`config.mk`:
```
export PLATFORM = sky130hd
export DESIGN_NAME = hps_regbank_cam_cfg
export DESIGN_NICKNAME = d
export VERILOG_FILES = /design/src/rtl/hps_regbank_cam_cfg.sv
export SDC_FILE = /design/constraint.sdc
export NUM_CORES = 1
export LEC_CHECK = 0
export ABC_CLOCK_PERIOD_IN_PS = 4160
export BUFFER_PORTS_ARGS = -buffer_cell sky130_fd_sc_hd__buf_2
export CAP_MARGIN = 10
export CORE_ASPECT_RATIO = 1.4
export CORE_MARGIN = 10
export CORE_UTILIZATION = 52
export DETAILED_ROUTE_END_ITERATION = 8
export PLACE_DENSITY_LB_ADDON = 0.1
export SYNTH_ARGS = -nofsm -noshare
export SYNTH_HDL_FRONTEND = slang
export SYNTH_SLANG_ARGS = --single-unit
```
`constraint.sdc`:
```
create_clock -name clk_sys -period 4.16 [get_ports clk_sys]
set_clock_uncertainty 0.2 [all_clocks]
set_input_delay 0.832 -clock clk_sys [delete_from_list [all_inputs] [get_ports clk_sys]]
set_output_delay 0.832 -clock clk_sys [all_outputs]
set_load 0.1 [all_outputs]
```
`src/rtl/hps_regbank_cam_cfg.sv`:
```
// HPS lightweight-bridge register bank: generic control registers, CTRL/STATUS/CLEAR,
// and a camera sensor-command queue with a show-ahead output stage for the SCCB master.
module hps_regbank_cam_cfg #(
  parameter int N_REGS     = 16,
  parameter int DATA_W     = 32,
  parameter int FIFO_DEPTH = 16,
  parameter int NUM_CAM    = 2,
  parameter logic [N_REGS*32-1:0] RESET_VALS = '0,
  localparam int CAM_W     = (NUM_CAM > 1) ? $clog2(NUM_CAM) : 1
) (
  input  logic                  clk_sys,
  input  logic                  reset,
  input  logic                  avs_chipselect,
  input  logic                  avs_write,
  input  logic                  avs_read,
  input  logic [15:0]           avs_address,
  input  logic [DATA_W-1:0]     avs_writedata,
  input  logic [3:0]            avs_byteenable,
  output logic [DATA_W-1:0]     avs_readdata,
  output logic                  avs_readdatavalid,
  output logic [N_REGS*32-1:0]  regs_q,
  output logic                  fb_start,
  output logic                  cfg_valid,
  input  logic                  cfg_ready,
  output logic [CAM_W-1:0]      cfg_cam,
  output logic [15:0]           cfg_addr,
  output logic [7:0]            cfg_data
);

  localparam int AW    = $clog2(FIFO_DEPTH);
  localparam int LW    = AW + 1;
  localparam int ENT_W = CAM_W + 24;
  localparam int GW    = (N_REGS > 1) ? $clog2(N_REGS) : 1;
  localparam logic [15:0] ADDR_CTRL   = 16'hFFFF;
  localparam logic [15:0] ADDR_STATUS = 16'hFFFE;
  localparam logic [15:0] ADDR_CLEAR  = 16'hFFFD;

  typedef enum logic [0:0] {ST_EMPTY = 1'b0, ST_FULL = 1'b1} state_t;

  state_t             r_state;
  state_t             w_state_nxt;
  logic [31:0]        r_regs [N_REGS];
  logic [ENT_W-1:0]   r_mem [FIFO_DEPTH];
  logic [AW:0]        r_wptr;
  logic [AW:0]        r_rptr;
  logic [LW-1:0]      r_fcnt;
  logic               r_enable;
  logic               r_fb_start;
  logic               r_overflow;
  logic [15:0]        r_done_cnt;
  logic [31:0]        r_readdata;
  logic               r_rdv;
  logic [CAM_W-1:0]   r_cfg_cam;
  logic [15:0]        r_cfg_addr;
  logic [7:0]         r_cfg_data;

  logic               w_wr, w_rd;
  logic               w_is_gen, w_is_ctrl, w_is_status, w_is_clear, w_is_cmd;
  logic [GW-1:0]      w_gidx;
  logic               w_fifo_ne, w_hs, w_pop, w_push_req, w_push, w_drop;
  logic [LW-1:0]      w_level;
  logic [CAM_W-1:0]   w_cam;
  logic [ENT_W-1:0]   w_entry;
  logic [ENT_W-1:0]   w_head;
  logic [31:0]        w_rdata;

  assign w_wr        = avs_chipselect & avs_write;
  assign w_rd        = avs_chipselect & avs_read;
  assign w_is_gen    = (avs_address < 16'(N_REGS));
  assign w_is_ctrl   = (avs_address == ADDR_CTRL);
  assign w_is_status = (avs_address == ADDR_STATUS);
  assign w_is_clear  = (avs_address == ADDR_CLEAR);
  assign w_is_cmd    = ~w_is_gen & ~w_is_ctrl & ~w_is_status & ~w_is_clear;
  assign w_gidx      = avs_address[GW-1:0];

  // Level spans FIFO plus output register, so the output slot counts toward capacity.
  assign cfg_valid   = (r_state == ST_FULL);
  assign w_fifo_ne   = (r_fcnt != {LW{1'b0}});
  assign w_level     = r_fcnt + LW'(cfg_valid);
  assign w_hs        = cfg_valid & cfg_ready;
  assign w_pop       = w_fifo_ne & (~cfg_valid | cfg_ready);
  assign w_push_req  = w_wr & w_is_cmd;
  assign w_push      = w_push_req & ((w_level < LW'(FIFO_DEPTH)) | w_hs);
  assign w_drop      = w_push_req & ~w_push;
  assign w_entry     = {w_cam, avs_address, avs_writedata[7:0]};
  assign w_head      = r_mem[r_rptr[AW-1:0]];

  // Out-of-range camera indices are clamped to the last camera.
  always_comb begin
    if ({1'b0, avs_writedata[8 +: CAM_W]} >= (CAM_W+1)'(NUM_CAM)) begin
      w_cam = CAM_W'(NUM_CAM - 1);
    end else begin
      w_cam = avs_writedata[8 +: CAM_W];
    end
  end

  // Command storage array; pointers carry the flush on reset.
  always_ff @(posedge clk_sys) begin
    if (w_push) begin
      r_mem[r_wptr[AW-1:0]] <= w_entry;
    end
  end

  // Queue pointers and occupancy.
  always_ff @(posedge clk_sys) begin
    if (reset) begin
      r_wptr <= '0;
      r_rptr <= '0;
      r_fcnt <= '0;
    end else begin
      if (w_push) r_wptr <= r_wptr + (AW+1)'(1);
      if (w_pop)  r_rptr <= r_rptr + (AW+1)'(1);
      r_fcnt <= r_fcnt + LW'(w_push) - LW'(w_pop);
    end
  end

  // Output stage state register.
  always_ff @(posedge clk_sys) begin
    if (reset) r_state <= ST_EMPTY;
    else       r_state <= w_state_nxt;
  end

  // Output stage next state: load when empty, reload back-to-back on handshake.
  always_comb begin
    w_state_nxt = r_state;
    case (r_state)
      ST_EMPTY: begin
        if (w_fifo_ne) w_state_nxt = ST_FULL;
        else           w_state_nxt = ST_EMPTY;
      end
      ST_FULL: begin
        if (cfg_ready & ~w_fifo_ne) w_state_nxt = ST_EMPTY;
        else                        w_state_nxt = ST_FULL;
      end
      default: w_state_nxt = ST_EMPTY;
    endcase
  end

  // Output command register, held stable until the head is popped.
  always_ff @(posedge clk_sys) begin
    if (reset) begin
      r_cfg_cam  <= '0;
      r_cfg_addr <= 16'h0000;
      r_cfg_data <= 8'h00;
    end else if (w_pop) begin
      {r_cfg_cam, r_cfg_addr, r_cfg_data} <= w_head;
    end
  end

  // Generic registers with byte-enable writes.
  always_ff @(posedge clk_sys) begin
    if (reset) begin
      for (int i = 0; i < N_REGS; i++) r_regs[i] <= RESET_VALS[32*i +: 32];
    end else if (w_wr && w_is_gen) begin
      for (int b = 0; b < 4; b++) begin
        if (avs_byteenable[b]) r_regs[w_gidx][8*b +: 8] <= avs_writedata[8*b +: 8];
      end
    end
  end

  // CTRL, fb_start edge pulse, sticky overflow and handshake counter.
  always_ff @(posedge clk_sys) begin
    if (reset) begin
      r_enable   <= 1'b0;
      r_fb_start <= 1'b0;
      r_overflow <= 1'b0;
      r_done_cnt <= 16'h0000;
    end else begin
      r_fb_start <= w_wr & w_is_ctrl & avs_writedata[0] & ~r_enable;
      if (w_wr && w_is_ctrl) r_enable <= avs_writedata[0];
      if (w_drop) r_overflow <= 1'b1;
      else if (w_wr && w_is_clear && avs_writedata[0]) r_overflow <= 1'b0;
      if (w_wr && w_is_clear && avs_writedata[1]) r_done_cnt <= {15'd0, w_hs};
      else if (w_hs) r_done_cnt <= r_done_cnt + 16'd1;
    end
  end

  // Readback mux over pre-write state.
  always_comb begin
    w_rdata = 32'h0000_0000;
    if (w_is_gen) begin
      w_rdata = r_regs[w_gidx];
    end else if (w_is_ctrl) begin
      w_rdata = {31'd0, r_enable};
    end else if (w_is_status) begin
      w_rdata = {r_done_cnt, 6'd0, cfg_valid, r_overflow, 8'(w_level)};
    end else begin
      w_rdata = 32'h0000_0000;
    end
  end

  // Registered read response.
  always_ff @(posedge clk_sys) begin
    if (reset) begin
      r_readdata <= 32'h0000_0000;
      r_rdv      <= 1'b0;
    end else begin
      r_rdv <= w_rd;
      if (w_rd) r_readdata <= w_rdata;
    end
  end

  for (genvar g = 0; g < N_REGS; g++) begin : g_regs_q
    assign regs_q[32*g +: 32] = r_regs[g];
  end

  assign avs_readdata      = r_readdata;
  assign avs_readdatavalid = r_rdv;
  assign fb_start          = r_fb_start;
  assign cfg_cam           = r_cfg_cam;
  assign cfg_addr          = r_cfg_addr;
  assign cfg_data          = r_cfg_data;

endmodule

```
== Word level (Yosys, flattened, before mapping) ==
Memory sizes are Yosys's and may differ from the RTL's. A register that Yosys moved wholly into a read port is not among the register bits.
Cells that the tools add are included.

* Logic and storage cells: 91
* Bits in writable memories: 912
* Register bits: 68
* Output and inout port bits: 572
* Memories kept: 2

{| class="wikitable"
|+ Memory list
! memory !! words !! bits a word !! read ports !! clocked after memory_dff !! wr ports !! RTL line !! source
|-
| r_regs || 16 || 32 || 17 || 0 || 16 || 42 || <nowiki>logic [31:0] r_regs [N_REGS];</nowiki>
|-
| r_mem || 16 || 25 || 1 || 1 || 1 || 43 || <nowiki>logic [ENT_W-1:0] r_mem [FIFO_DEPTH];</nowiki>
|}

* Mux-type cells: 33
* Reduce and logical (&&, ||, !) cells: 10
* Add/sub/neg operators: 6
* Equal/unequal tests: 3
* Bitwise logic cells: 24
* $lt $le $gt $ge: 2

{| class="wikitable"
|+ Operators by type and width
! kind !! number
|-
| $mux W32 || 4
|-
| $eq A16 B16 Y1 const B || 3
|-
| $reduce_or A32 Y1 || 1
|-
| $mux W1 || 26
|-
| $add A16 B1 Y16 const B || 1
|-
| $lt A16 B5 Y1 const B || 1
|-
| $and A1 B1 Y1 || 14
|-
| $add A5 B1 Y5 || 2
|-
| $add A5 B1 Y5 const B || 2
|-
| $mux W4 || 2
|-
| $not A1 Y1 || 8
|-
| $logic_and A1 B1 Y1 || 5
|-
| $lt A5 B5 Y1 const B || 1
|-
| $reduce_bool A5 Y1 || 1
|-
| $sub A5 B1 Y5 || 1
|-
| $reduce_bool A2 Y1 || 2
|-
| $or A1 B1 Y1 || 2
|-
| $pmux W1 S2 || 1
|-
| $reduce_or A2 Y1 || 1
|}

== Longest topological paths before layout ==
* Depth in word-level cells: 10
* Gate-level depth with buffers: 17
* Mapped depth without buffers: 16

== Worst setup path before layout ==
No wires, ideal clock.

* Path kind: flip-flop to flip-flop
* Start point: register r_state (netlist: cfg_valid)
* End point: memory r_mem[0][0] in the netlist's numbering, enable pin
* Setup time: 438 ps
* Slack: -505 ps
* Path buffers: 0
* Data arrival time: 4027 ps
* Cell stages (with the launch flop): 8
* Cells stage by stage: dfxtp_1 > ha_1 > ha_1 > a21bo_2 > a21oi_1 > nor4_4 > nand2_1 > nor3_1

* Cells in the longest elaborated chain, start to end: 6
* Elaborated cells between the ends (all ways): 7
* Classes of those cells: 1 x add/sub; 1 x order compare; 2 x mux; 3 x bitwise

{| class="wikitable"
|+ Ends and longest elaborated chain
! what !! RTL line !! source
|-
| start: declaration || 40 || <nowiki>state_t r_state;</nowiki>
|-
| start signal: assignment || 120 || <nowiki>else r_state <= w_state_nxt;</nowiki>
|-
| $add A5 B1 Y5 || 79 || <nowiki>assign w_level = r_fcnt + LW'(cfg_valid);</nowiki>
|-
| $lt A5 B5 Y1 || 83 || <nowiki>assign w_push = w_push_req & ((w_level < LW'(FIFO_DEPTH)) | w_hs);</nowiki>
|-
| $or A1 B1 Y1 (*) || 83 ||
|-
| $and A1 B1 Y1 (*) || 83 ||
|-
| $mux W1 (*) || 99 || <nowiki>if (w_push) begin</nowiki>
|-
| $mux W1 (implied by the code) (*) || 100 || <nowiki>r_mem[r_wptr[AW-1:0]] <= w_entry;</nowiki>
|-
| end: declaration || 43 ||
|}

Mark *: on every way between the ends. The rest lies on a longest branch, timed or not.

==> run summary <==
Setup repair after global routing left no endpoint under its margin. The finished layout holds 4431 standard cells, fillers aside. The tools report the final number of hold-violating endpoints as 0.

The layout has 6176 filler cells. The number of clock buffers added by TritonCTS is 95. The highest fanout seen on the critical path was 18; the area share of the largest cell type after synthesis was 0.6434.

After synthesis the netlist holds a flip-flop and latch count of 1003. The run gives 0 as the post-cts hold buffer count. Final weighted congestion in routability-driven placement: 0.9692. The number of antenna violations at the first check in global routing was 13. The cell type with the highest aggregate area in the netlist is edfxtp_1.

Clock tree synthesis selected as its root buffer the cell clkbuf_16. The most frequent cell after synthesis is edfxtp_1. The largest net degree at the start of global routing was 80; the count of endpoints failing setup in the final report was 0. The min-delay analysis places its worst path in the category input pin to flip-flop. Ratio of cells with drive above 1 in the final layout: 0.3753. The buffer count from post-CTS setup fixing was 0. The tools report the number of clock sinks seen by CTS as 1003.

For the total count of max-transition violations in the final report, the log shows 0. After clock tree synthesis, the clock-pin slew on the worst setup and hold paths is 0.07 ns. The flow ran to the end, and the final reports show no timing, DRC or antenna violations. The cell row count is 124, and the share of the core filled with cells is 0.6190. Post-synthesis average cell area: 16.27 µm². The post-layout minimum cycle time is 3.376 ns, and the headroom to the max-slew limit is 0.2668. After floorplanning, the core was sized to cover 0.08145 mm². The number of global-route vias before repair is 28140, and the final critical-path share of the clock period is 0.8115.

For this design the ratio of total power to cell area is 532.7 mW/mm². The highest clock rate was 296.2 MHz. The run gives 0.5226 as the starting utilization of the core area. The source-to-sink clock delay at the later pin of the worst-skew pair was 0.67 ns; the average vias per placed instance was 6.187. The sum of negative setup slack is 0 ns, and the maximum number of buffers from clock root to sink is 3.

The total of cells resized after clock tree synthesis was 0; the aggregate global-route resource usage was 0.3226. The first global-routing pass estimated 213100 µm of wire. The count of buffers inserted at the top-level ports came out at 629. The number of different library cells used by synthesis comes to 62. Among all flip-flop cells after synthesis, the most frequent one is edfxtp_1.

The die area was 0.09386 mm². STA classifies the critical path startpoint as an input pin. Summing all multi-input logic gate instances after layout gives 0.01270 mm². The synthesized design contains 912 enable-type register cells. The run gives 3 as the depth of the CTS H-tree. After detailed routing, the average wire length per cell comes to 34.50 µm.

The peak supply drop was 0.6491 mV; the worst endpoint data arrival time was 3.50 ns. The transition time at the pin with the least slew margin was 1.100 ns; the top-level port count was 630. The fraction of the yosys area taken by sequential cells is 0.6862, and the async set-reset flop share out of synthesis is 0. Summing all flip-flop and latch instances after layout gives 0.02922 mm².

The run gives 3355 as the final-stage net count. After detailed routing, the number of remaining DRC violations is 0. Sorting the synthesized cells by how often they occur yields edfxtp_1 (912), and2_1 (516), mux4_2 (197), nor2_1 (128), clkbuf_1 (95). The cell count after placement is 4254, and the static leakage power is 0.01820 µW. The tools report the detailed-route via count as 27410. The worst setup path is captured at a flip-flop. The worst setup path is of the input pin to flip-flop kind. The tools report the routed wire length as 152900 µm.

Max-cap violations in this run came to 0. Total nets after synthesis: 2692. In this run, the number of DRC markers left after iteration 0 of detailed routing was 3107. Global routing finished with a remaining overflow of 0.

Once detailed placement completed, the half-perimeter wirelength came to 109900 µm. Relative to the synthesized area, the layout overhead comes to 18.45%. For the number of warnings printed during yosys synthesis, the log shows 0. TritonCTS built the clock tree. Measured along the x axis, the die boundary spans 261.8 µm.

The run gives 0 as the number of nets with antenna violations after routing. After technology mapping, the gate count stands at 2617. The first-pass iteration count of the detailed router is 6, and the area of all placed cells without fillers is 0.05042 mm². For the worst setup path, the data required time is 4.29 ns. After detailed placement, the total cell area comes to 0.04727 mm².

Summing every instance area after synthesis gives 0.04257 mm². After synthesis, the cell types taking the most area are edfxtp_1 (64%), mux4_2 (10%), and2_1 (7.6%). The chip height came out at 358.5 µm.
cells in the final DEF, fill, tap and decap left out, drive strengths merged, types with 2 or more instances in the layout:
master	count
nand2	38
and4	7
nand3b	2
a221o	20
clkinvlp	6
nand4	5
dfxtp	91
a311oi	2
nor3	41
and2	516
nand2b	9
a211oi	29
ha	16
buf	725
nor4	10
or3	8
mux2i	8
diode	3
mux4	197
a21oi	46
mux2	56
inv	18
o21ai	12
or2	65
nor2b	9
xor2	9
nor3b	2
nor2	168
clkbuf	122
clkinv	34
edfxtp	912
a2111oi	3
o22ai	50
and3	5
bufinv	10
a21o	11
a31oi	2
xnor2	9
nand3	14
a22oi	58
sequential cells by signal, indices dropped and copies added, names as in the netlist, 4 cells and up:
name / count
r_rptr: 4
avs_readdata: 32
r_mem: 400
cfg_addr: 16
r_fcnt: 5
cfg_data: 8
r_done_cnt: 16
r_regs: 512
r_wptr: 4
where the power goes:
part	internal (µW)	switching, µW
sequential	11400	473
clock	5060	3800
combinational	1350	4740
worst max-delay path, cell delays in order:
cell and delay (ns):
buf_2 0.21, nor4_1 0.65, and3_2 0.56, nand3_4 0.36, nor4_4 0.49, or2_1 0.38
area by class of cell:
cell class	instances	area share
sequential	1003	0.5794
multi-input combinational	1439	0.2520
timing repair buffer	725	0.07834
clock buffer	122	0.05184
tap	1071	0.02658
clock inverter	52	0.01047
inverter	16	0.001191
antenna	3	0.0001489
per-layer routing:
layer | track usage | wire (µm) | vias up
met1 | 0.3674 | 51420 | 14210
li1 | - | - | 11290
met2 | 0.5464 | 77530 | 1550
met5 | 0.006286 | 144 | -
met4 | 0.1592 | 8219 | 10
met3 | 0.09653 | 15560 | 356
per-stage QoR:
stage	setup WS (ns)	power, µW	hold WS, ns
6_report	0.7842	26860	0.2316
3_3_place_gp	0.2901	18180	0.2319
4_1_cts	0.7967	26950	0.1943
5_1_grt	0.6330	27580	0.2335
3_5_place_dp	0.1313	18220	0.2367
2_1_floorplan	0.1584	16650	0.2070
logic make-up after synthesis:
logic type,share of synthesized area
mux,0.1209
compound gates,0.03889
buf+inv,0.01820
xor+xnor,0.003704
simple gates,0.1269
flops,0.6862
fa+ha+maj,0.005173
final timing paths:
check | from | to | slack [ns] | cells past startpoint
worst max register to register | cfg_valid$_SDFF_PP0_ | r_fcnt[4]$_SDFF_PP0_ | 0.82 | 16
worst max-delay path | avs_address[9] | r_regs[3][9]$_SDFFCE_PN0P_ | 0.78 | 6
worst min-delay path | avs_address[1] | r_mem[0][9]$_DFFE_PP_ | 0.23 | 1
worst min register to register | avs_readdata[13]$_SDFFE_PP0P_ | avs_readdata[13]$_SDFFE_PP0P_ | 0.26 | 1
Note: power is estimated with default switching activity, not from simulation.
